**src/rtl/fp_sub_pipe_if.sv**
```systemverilog
// Operand and result bus for fp_sub_pipe.
// master: the producer/consumer around the block; slave: fp_sub_pipe itself.
// AW = INT1+FRAC1, BW = INT2+FRAC2, DW = OUT_INT+OUT_FRAC.
interface fp_sub_pipe_if #(
   parameter int AW = 9,
   parameter int BW = 8,
   parameter int DW = 9
);
   logic          in_valid;
   logic          in_ready;
   logic [AW-1:0] a;
   logic [BW-1:0] b;
   logic          out_valid;
   logic          out_ready;
   logic [DW-1:0] diff;
   logic          overflow;
   logic [7:0]    ovf_count;

   modport master (
      output in_valid, a, b, out_ready,
      input  in_ready, out_valid, diff, overflow, ovf_count
   );

   modport slave (
      input  in_valid, a, b, out_ready,
      output in_ready, out_valid, diff, overflow, ovf_count
   );
endinterface

```
**src/rtl/fp_sub_pipe.sv**
```systemverilog
// Three-stage fixed-point subtractor: diff = a - b.
//   S1 aligns both operands to a common IMAX.FMAX format,
//   S2 subtracts at full width (one guard bit, lossless),
//   S3 truncates to OUT_INT.OUT_FRAC and flags/handles overflow.
// A stalled output (out_valid && !out_ready) freezes the whole pipe.
// Build option: define FP_SUB_SAT_EN to saturate diff on overflow;
// otherwise diff wraps to its low OUT_INT+OUT_FRAC bits.
module fp_sub_pipe #(
   parameter int INT1     = 4,
   parameter int FRAC1    = 5,
   parameter int INT2     = 3,
   parameter int FRAC2    = 5,
   parameter int OUT_INT  = 4,
   parameter int OUT_FRAC = 5
) (
   input logic          clk,
   input logic          rst,
   fp_sub_pipe_if.slave bus
);

   localparam int AW   = INT1 + FRAC1;
   localparam int BW   = INT2 + FRAC2;
   localparam int IMAX = (INT1 > INT2) ? INT1 : INT2;
   localparam int FMAX = (FRAC1 > FRAC2) ? FRAC1 : FRAC2;
   localparam int W1   = IMAX + FMAX;
   localparam int WF   = W1 + 1;
   localparam int OW   = OUT_INT + OUT_FRAC;
   localparam int SH_A = FMAX - FRAC1;
   localparam int SH_B = FMAX - FRAC2;
   localparam int DROP = FMAX - OUT_FRAC;

   logic                 stall;
   logic                 s1_valid, s2_valid, s3_valid;
   logic signed [AW-1:0] a_s;
   logic signed [BW-1:0] b_s;
   logic signed [W1-1:0] a_al, b_al;
   logic signed [W1-1:0] s1_a, s1_b;
   logic signed [WF-1:0] s2_d;
   logic signed [WF-1:0] trunc;
   logic [WF-OW:0]       upper;
   logic                 ovf_nxt;
   logic [OW-1:0]        diff_nxt;
   logic [OW-1:0]        s3_diff;
   logic                 s3_ovf;
   logic [7:0]           ovf_cnt;

   // Reset forces in_ready high so operands offered during reset are simply dropped.
   assign stall        = rst && s3_valid && !bus.out_ready;
   assign bus.in_ready = !stall;

   // Sign-extend to IMAX integer bits, then zero-pad the fraction to FMAX bits.
   assign a_s  = signed'(bus.a);
   assign b_s  = signed'(bus.b);
   assign a_al = W1'(a_s) <<< SH_A;
   assign b_al = W1'(b_s) <<< SH_B;

   // Stage valid bits advance together unless the output is stalled.
   // NOTE: rst is sampled only at the clock edge (synchronous); no rst in the sensitivity list.
   always_ff @(posedge clk) begin
      if (!rst) begin
         // NOTE: non-blocking assignments so every stage samples the pre-edge value of its predecessor.
         s1_valid <= 1'b0;
         s2_valid <= 1'b0;
         s3_valid <= 1'b0;
      end else if (!stall) begin
         s1_valid <= bus.in_valid;
         s2_valid <= s1_valid;
         s3_valid <= s2_valid;
      end
   end

   // S1/S2 data registers: align, then full-width subtract.
   // NOTE: these have no reset; the valid bits alone decide whether their contents mean anything.
   always_ff @(posedge clk) begin
      if (!stall) begin
         s1_a <= a_al;
         s1_b <= b_al;
         s2_d <= WF'(s1_a) - WF'(s1_b);
      end
   end

   // S3 format: truncate toward minus infinity, detect range overflow, pick wrap or saturate.
   always_comb begin
      // NOTE: every output of this block gets a default first so no latch is inferred.
      trunc    = s2_d >>> DROP;
      upper    = trunc[WF-1:OW-1];
      ovf_nxt  = !((&upper) || !(|upper));
      diff_nxt = trunc[OW-1:0];
`ifdef FP_SUB_SAT_EN
      if (ovf_nxt) begin
         diff_nxt         = {OW{~trunc[WF-1]}};
         diff_nxt[OW-1]   = trunc[WF-1];
      end
`endif
   end

   // S3 output register: diff and overflow stay aligned with out_valid.
   always_ff @(posedge clk) begin
      if (!rst) begin
         s3_diff <= '0;
         s3_ovf  <= 1'b0;
      end else if (!stall) begin
         s3_diff <= diff_nxt;
         s3_ovf  <= ovf_nxt;
      end
   end

   // Count results delivered with overflow set, holding at 255.
   always_ff @(posedge clk) begin
      if (!rst) begin
         ovf_cnt <= 8'd0;
      end else if (s3_valid && bus.out_ready && s3_ovf && (ovf_cnt != 8'hFF)) begin
         ovf_cnt <= ovf_cnt + 8'd1;
      end
   end

   assign bus.out_valid = s3_valid;
   assign bus.diff      = s3_diff;
   assign bus.overflow  = s3_ovf;
   assign bus.ovf_count = ovf_cnt;

endmodule

```
**src/flat_wrapper.sv**
```systemverilog
// flat-port wrapper written by rule: the top's interface ports become plain ports
module fp_sub_pipe_flat 
#(
   parameter int INT1     = 4,
   parameter int FRAC1    = 5,
   parameter int INT2     = 3,
   parameter int FRAC2    = 5,
   parameter int OUT_INT  = 4,
   parameter int OUT_FRAC = 5
)
  (clk, rst, bus_in_valid, bus_a, bus_b, bus_out_ready, bus_in_ready, bus_out_valid, bus_diff, bus_overflow, bus_ovf_count);
  fp_sub_pipe_if #(.AW((INT1 + FRAC1)), .BW((INT2 + FRAC2)), .DW((OUT_INT + OUT_FRAC))) bus_i ();
  input logic clk;
  input logic rst;
  input wire logic [$bits(bus_i.in_valid)-1:0] bus_in_valid;
  input wire logic [$bits(bus_i.a)-1:0] bus_a;
  input wire logic [$bits(bus_i.b)-1:0] bus_b;
  input wire logic [$bits(bus_i.out_ready)-1:0] bus_out_ready;
  output wire logic [$bits(bus_i.in_ready)-1:0] bus_in_ready;
  output wire logic [$bits(bus_i.out_valid)-1:0] bus_out_valid;
  output wire logic [$bits(bus_i.diff)-1:0] bus_diff;
  output wire logic [$bits(bus_i.overflow)-1:0] bus_overflow;
  output wire logic [$bits(bus_i.ovf_count)-1:0] bus_ovf_count;
  assign bus_i.in_valid = bus_in_valid;
  assign bus_i.a = bus_a;
  assign bus_i.b = bus_b;
  assign bus_i.out_ready = bus_out_ready;
  assign bus_in_ready = bus_i.in_ready;
  assign bus_out_valid = bus_i.out_valid;
  assign bus_diff = bus_i.diff;
  assign bus_overflow = bus_i.overflow;
  assign bus_ovf_count = bus_i.ovf_count;
  fp_sub_pipe #(.INT1(INT1), .FRAC1(FRAC1), .INT2(INT2), .FRAC2(FRAC2), .OUT_INT(OUT_INT), .OUT_FRAC(OUT_FRAC)) u_core (.clk(clk), .rst(rst), .bus(bus_i));
endmodule
```
**config.mk**
```make
export PLATFORM = sky130hd
export DESIGN_NAME = fp_sub_pipe_flat
export DESIGN_NICKNAME = d
export VERILOG_FILES = /design/src/rtl/fp_sub_pipe_if.sv /design/src/rtl/fp_sub_pipe.sv /design/src/flat_wrapper.sv
export SDC_FILE = /design/constraint.sdc
export NUM_CORES = 1
export LEC_CHECK = 0
export CORE_MARGIN = 3
export CORE_UTILIZATION = 35
export CTS_CLUSTER_DIAMETER = 200
export DETAILED_ROUTE_END_ITERATION = 10
export GPL_ROUTABILITY_DRIVEN = 0
export PLACE_DENSITY = 0.6
export SETUP_SLACK_MARGIN = 0.4
export SYNTH_ARGS = -nofsm -noshare
export SYNTH_HDL_FRONTEND = slang
export SYNTH_SLANG_ARGS = --single-unit
```
**constraint.sdc**
```tcl
create_clock -name clk -period 2.6 [get_ports clk]
set_clock_uncertainty 0.15 [all_clocks]
set_input_delay 0.78 -clock clk [delete_from_list [all_inputs] [get_ports clk]]
set_output_delay 0.78 -clock clk [all_outputs]
set_load 0.02 [all_outputs]
```
== Yosys cells after proc, flatten, opt, wreduce, memory -nomap -nowiden ==
Index checks and enable logic that the tools add are counted.

* Flip-flop bits (word level): 48
* Latch bits: 0
* Memory bits (writable): 0
* Memory bits (read-only): 0
* Input bits: 21
* Output and inout port bits: 20
* Word-level logic and storage cells: 24
* Memories kept: 0

* Add/sub/neg operators: 2
* Multiply operators: 0
* Div/mod/pow operators: 0
* $lt $le $gt $ge: 0
* Equality and inequality tests: 1
* Shifts and indexed selects: 0
* Multiplexer cells: 0
* Bitwise logic cells: 0
* Reductions and logical operators: 12

{| class="wikitable"
|+ Operator list
! cell !! number
|-
| 9-bit by 8-bit subtractor with 10-bit output || 1
|-
| 8-bit by 1-bit adder with 8-bit output (second input constant) || 1
|-
| 8-bit != test (second input constant) || 1
|-
| 1-bit logical AND || 5
|-
| 1-bit logical NOT || 4
|-
| 2-bit AND reduction || 1
|-
| 2-bit OR reduction || 1
|-
| 1-bit logical OR || 1
|}

== Depth between registers and ports, before layout ==
* Depth in word-level cells: 4
* Gate-level depth with buffers: 8
* Mapped depth without buffers: 8

== Worst setup path before layout ==
Ideal clock, no wire load.

* Kind: input-to-output
* Start point: input port bus_out_ready
* End point: output port bus_in_ready
* Arrival: 1906 ps
* Data required time: 1670 ps
* Slack: -236 ps
* Stages on the path: 3
* Buffers on the path: 1
* Cells stage by stage: and2b_1 -> clkbuf_1 -> nand2_1

* Longest elaborated chain between the ends: 3

{| class="wikitable"
|+ Ends and longest elaborated chain
! element !! line !! text
|-
| from (decl) || flat_wrapper.sv:18 || <nowiki>input wire logic [$bits(bus_i.out_ready)-1:0] bus_out_ready;</nowiki>
|-
| 1-bit logical NOT || fp_sub_pipe.sv:48 || <nowiki>assign stall = rst && s3_valid && !bus.out_ready;</nowiki>
|-
| 1-bit logical AND || fp_sub_pipe.sv:48 ||
|-
| 1-bit logical NOT || fp_sub_pipe.sv:49 || <nowiki>assign bus.in_ready = !stall;</nowiki>
|-
| to (decl) || flat_wrapper.sv:19 || <nowiki>output wire logic [$bits(bus_i.in_ready)-1:0] bus_in_ready;</nowiki>
|}

Every way passes these cells.

== Final worst setup path ==
Same ends and word-level chain as after synthesis.

==> reports/qor.yml <==
num_io_pins: 41
htreeDepth: 2
ys.flop_type: "edfxtp_1"
startpoint_type: "input pin"
ys_warn_count: 0
drtIter0Drc: 43
finalCritPeriodShare_pct: 87.2
critPathCaptureType: "primary output"
hold_viol: 0
clk-insertion-delay-late_ns: 0.29
area_growth_pct: 30.5
cp.required_ns: 1.67
finalMaxSlewViolations: 0
async_flop_share_pct: 0
synth_seq_cells: 48
ctsHoldBuffers: 0
multi_input_area_sq_um: 836
totalWireLength_mm: 3.54
rows: 27
total_power_uw: 1640
die_w_um: 83.4
relSlewSlack_pct: 70.7
seqCellArea_sq_um: 1230
rr_endpoint: "u_core.s2_d[8]$_DFFE_PN_"
grt_pass1_vias: 1361
fillers: 521
portBuffers: 40
dp_hpwl_mm: 2.59
ys_seq_area_share_pct: 58.7
ant_nets: 0
finalCriticalPeriod_ns: 2.27
setup_viol: 0
cts_tree: "done"
syn_area_per_cell_sq_um: 11.5
routedWlPerCell_um: 11.7
p_per_area_nw_per_um2: 599
cts_setup_buffers: 0
outcome: "completed"
grt_start_max_net_pins: 28
rr_startpoint: "u_core.s1_a[0]$_DFFE_PN_"
die-area_sq_um: 6960
grt_pass1_wl_mm: 5.86
clockBufferDepth: 2
cts_buffers: 5
clkSinkCount: 48
die_y_um: 83.4
max_cap_violations: 0
crit_type: "input pin to primary output"
drc: 0
max_clock_freq_mhz: 441
fin_nets: 262
via_per_inst: 4.69
vias: 1420
power_leakage_uw: 0.00125
synth_edf_count: 27
grt_overflow: 0
synth.distinct_cells: 38
diodes: 0
rrSetupSlack_ns: 0.49
clk_pin_slew_ns: 0.08
grt_util_all_layers_pct: 10.4
vdd_drop_max_mv: 0.252
holdCritPathClass: "flop to flop"
drt-pass1-iter-count: 4
fin_hold_ws_ns: 0.318
initial_core_util_pct: 37.2
drive_gt1_share_pct: 11.3
reg2regPathDepth: 8
core-area_sq_um: 5640
synth_nets: 215
netlist_instances: 183
hold_end: "u_core.bus.diff[1]$_SDFFE_PN0N_"
cts_root_buf: "clkbuf_8"
rsz0062_at_grt: "yes"
hold_start: "u_core.bus.diff[1]$_SDFFE_PN0N_"
syn-cell-area_sq_um: 2100
arrival_ns: 1.34
hold_path_depth: 2
worst_pin_slew_ns: 0.440
critPathMaxFanout: 2
grt_antenna_before_repair: 0
-- area by class of cell --
cell class | instances | share of cell area [%]
Sequential cell | 48 | 45.0
Timing Repair Buffer | 44 | 15.7
Multi-Input combinational cell | 118 | 30.5
Inverter | 13 | 1.78
Tap cell | 72 | 3.29
Clock buffer | 8 | 3.66
-- per-stage QoR --
stage | std cells | setup WS (ns) | utilization [%] | setup TNS [ns] | cell area, sq um
floorplan | 183 | 0.344 | - | 0 | 2120
global placement | 295 | -0.534 | 46.4 | -0.534 | 2620
detailed placement | 295 | -0.538 | 46.4 | -0.538 | 2620
CTS | 303 | 0.314 | 48.1 | 0 | 2720
global route | 303 | 0.318 | 48.5 | 0 | 2740
finish | 303 | 0.333 | 48.5 | 0 | 2740
-- flip-flops by register name, indices dropped and copies added (netlist names) --
name                  flops
u_core.s2_d              10
u_core.bus.diff           9
u_core.s1_a               9
u_core.bus.ovf_count      8
u_core.s1_b               8
u_core.bus.out_valid      1
u_core.bus.overflow       1
u_core.s1_valid           1
u_core.s2_valid           1
-- worst max-delay path: stages --
cell and delay, ns:
buf_6 0.09, and2b_2 0.26, nand2_8 0.07, buf_6 0.13
-- cells in the mapped netlist (2+ instances only) --
master / number / area, sq um
o211ai_1: 2 / 15.0
nand2_1: 30 / 113
xnor2_1: 8 / 70.1
clkbuf_1: 4 / 15.0
o21ai_0: 6 / 30.0
dfxtp_1: 21 / 420
a21oi_1: 5 / 25.0
a21boi_0: 11 / 82.6
nand4_1: 2 / 12.5
ha_1: 10 / 125
nor2_1: 8 / 30.0
o21a_1: 3 / 22.5
xor2_1: 3 / 26.3
edfxtp_1: 27 / 811
and2_1: 4 / 25.0
nand3_1: 4 / 20.0
and4_4: 2 / 22.5
inv_1: 13 / 48.8
-- worst max path at each step --
stage	startpoint	to	slack, ns
after CTS	bus_out_ready	bus_in_ready	0.31
after floorplan	bus_out_ready	bus_in_ready	0.34
final	bus_out_ready	bus_in_ready	0.33
after global routing	bus_out_ready	bus_in_ready	0.32
after global placement	bus_out_ready	bus_in_ready	-0.53
after detailed placement	bus_out_ready	bus_in_ready	-0.54
-- cell usage in the layout (no fill, tap or decap), types with 2 or more instances in the layout --
master           synthesis  final
xnor2_1                  8      8
dfxtp_1                 21     21
edfxtp_1                27     27
dlymetal6s2s_1           0      6
nand4_1                  2      2
inv_1                   13     13
o211ai_1                 2      2
clkbuf_8                 0      7
nand2_1                 30     29
o21a_1                   3      3
buf_4                    0      4
and2_1                   4      4
o21ai_0                  6      6
a21boi_0                11     11
and4_4                   2      2
xor2_1                   3      3
nand3_1                  4      4
clkdlybuf4s50_1          0     18
ha_1                    10      9
dlygate4sd2_1            0     14
buf_6                    0      2
nor2_1                   8      8
a21oi_1                  5      4
-- power breakdown --
group / total (uW) / internal [uW] / switching [uW]
clock network: 471 / 243 / 228
logic: 252 / 128 / 124
registers: 917 / 885 / 31.7
-- layer usage --
layer	part of all wire, %	vias to the layer above	GRT usage (%)
li1	-	724	-
met4	0.40	0	3.57
met2	49	35	18.5
met3	5.8	2	3.77
met1	44	659	11.5
met5	0	-	0
-- logic make-up after synthesis --
logic type	count (synthesis)	share of synthesized area (%)
and+or+nand+nor	61	15.3
DFF	48	58.7
AOI/OAI and AO/OA	35	11.5
buffers and inverters	17	3.04
xor gates and xnor gates	11	4.59
adders and majority gates	11	6.92
-- timing repair --
item | 4_1_cts | 5_1_grt
gates resized for setup | 29 | 7
endpoints found under the setup margin | 15 | 8
pin swaps | 4 | 1
Power figures use the tool's default switching activity.
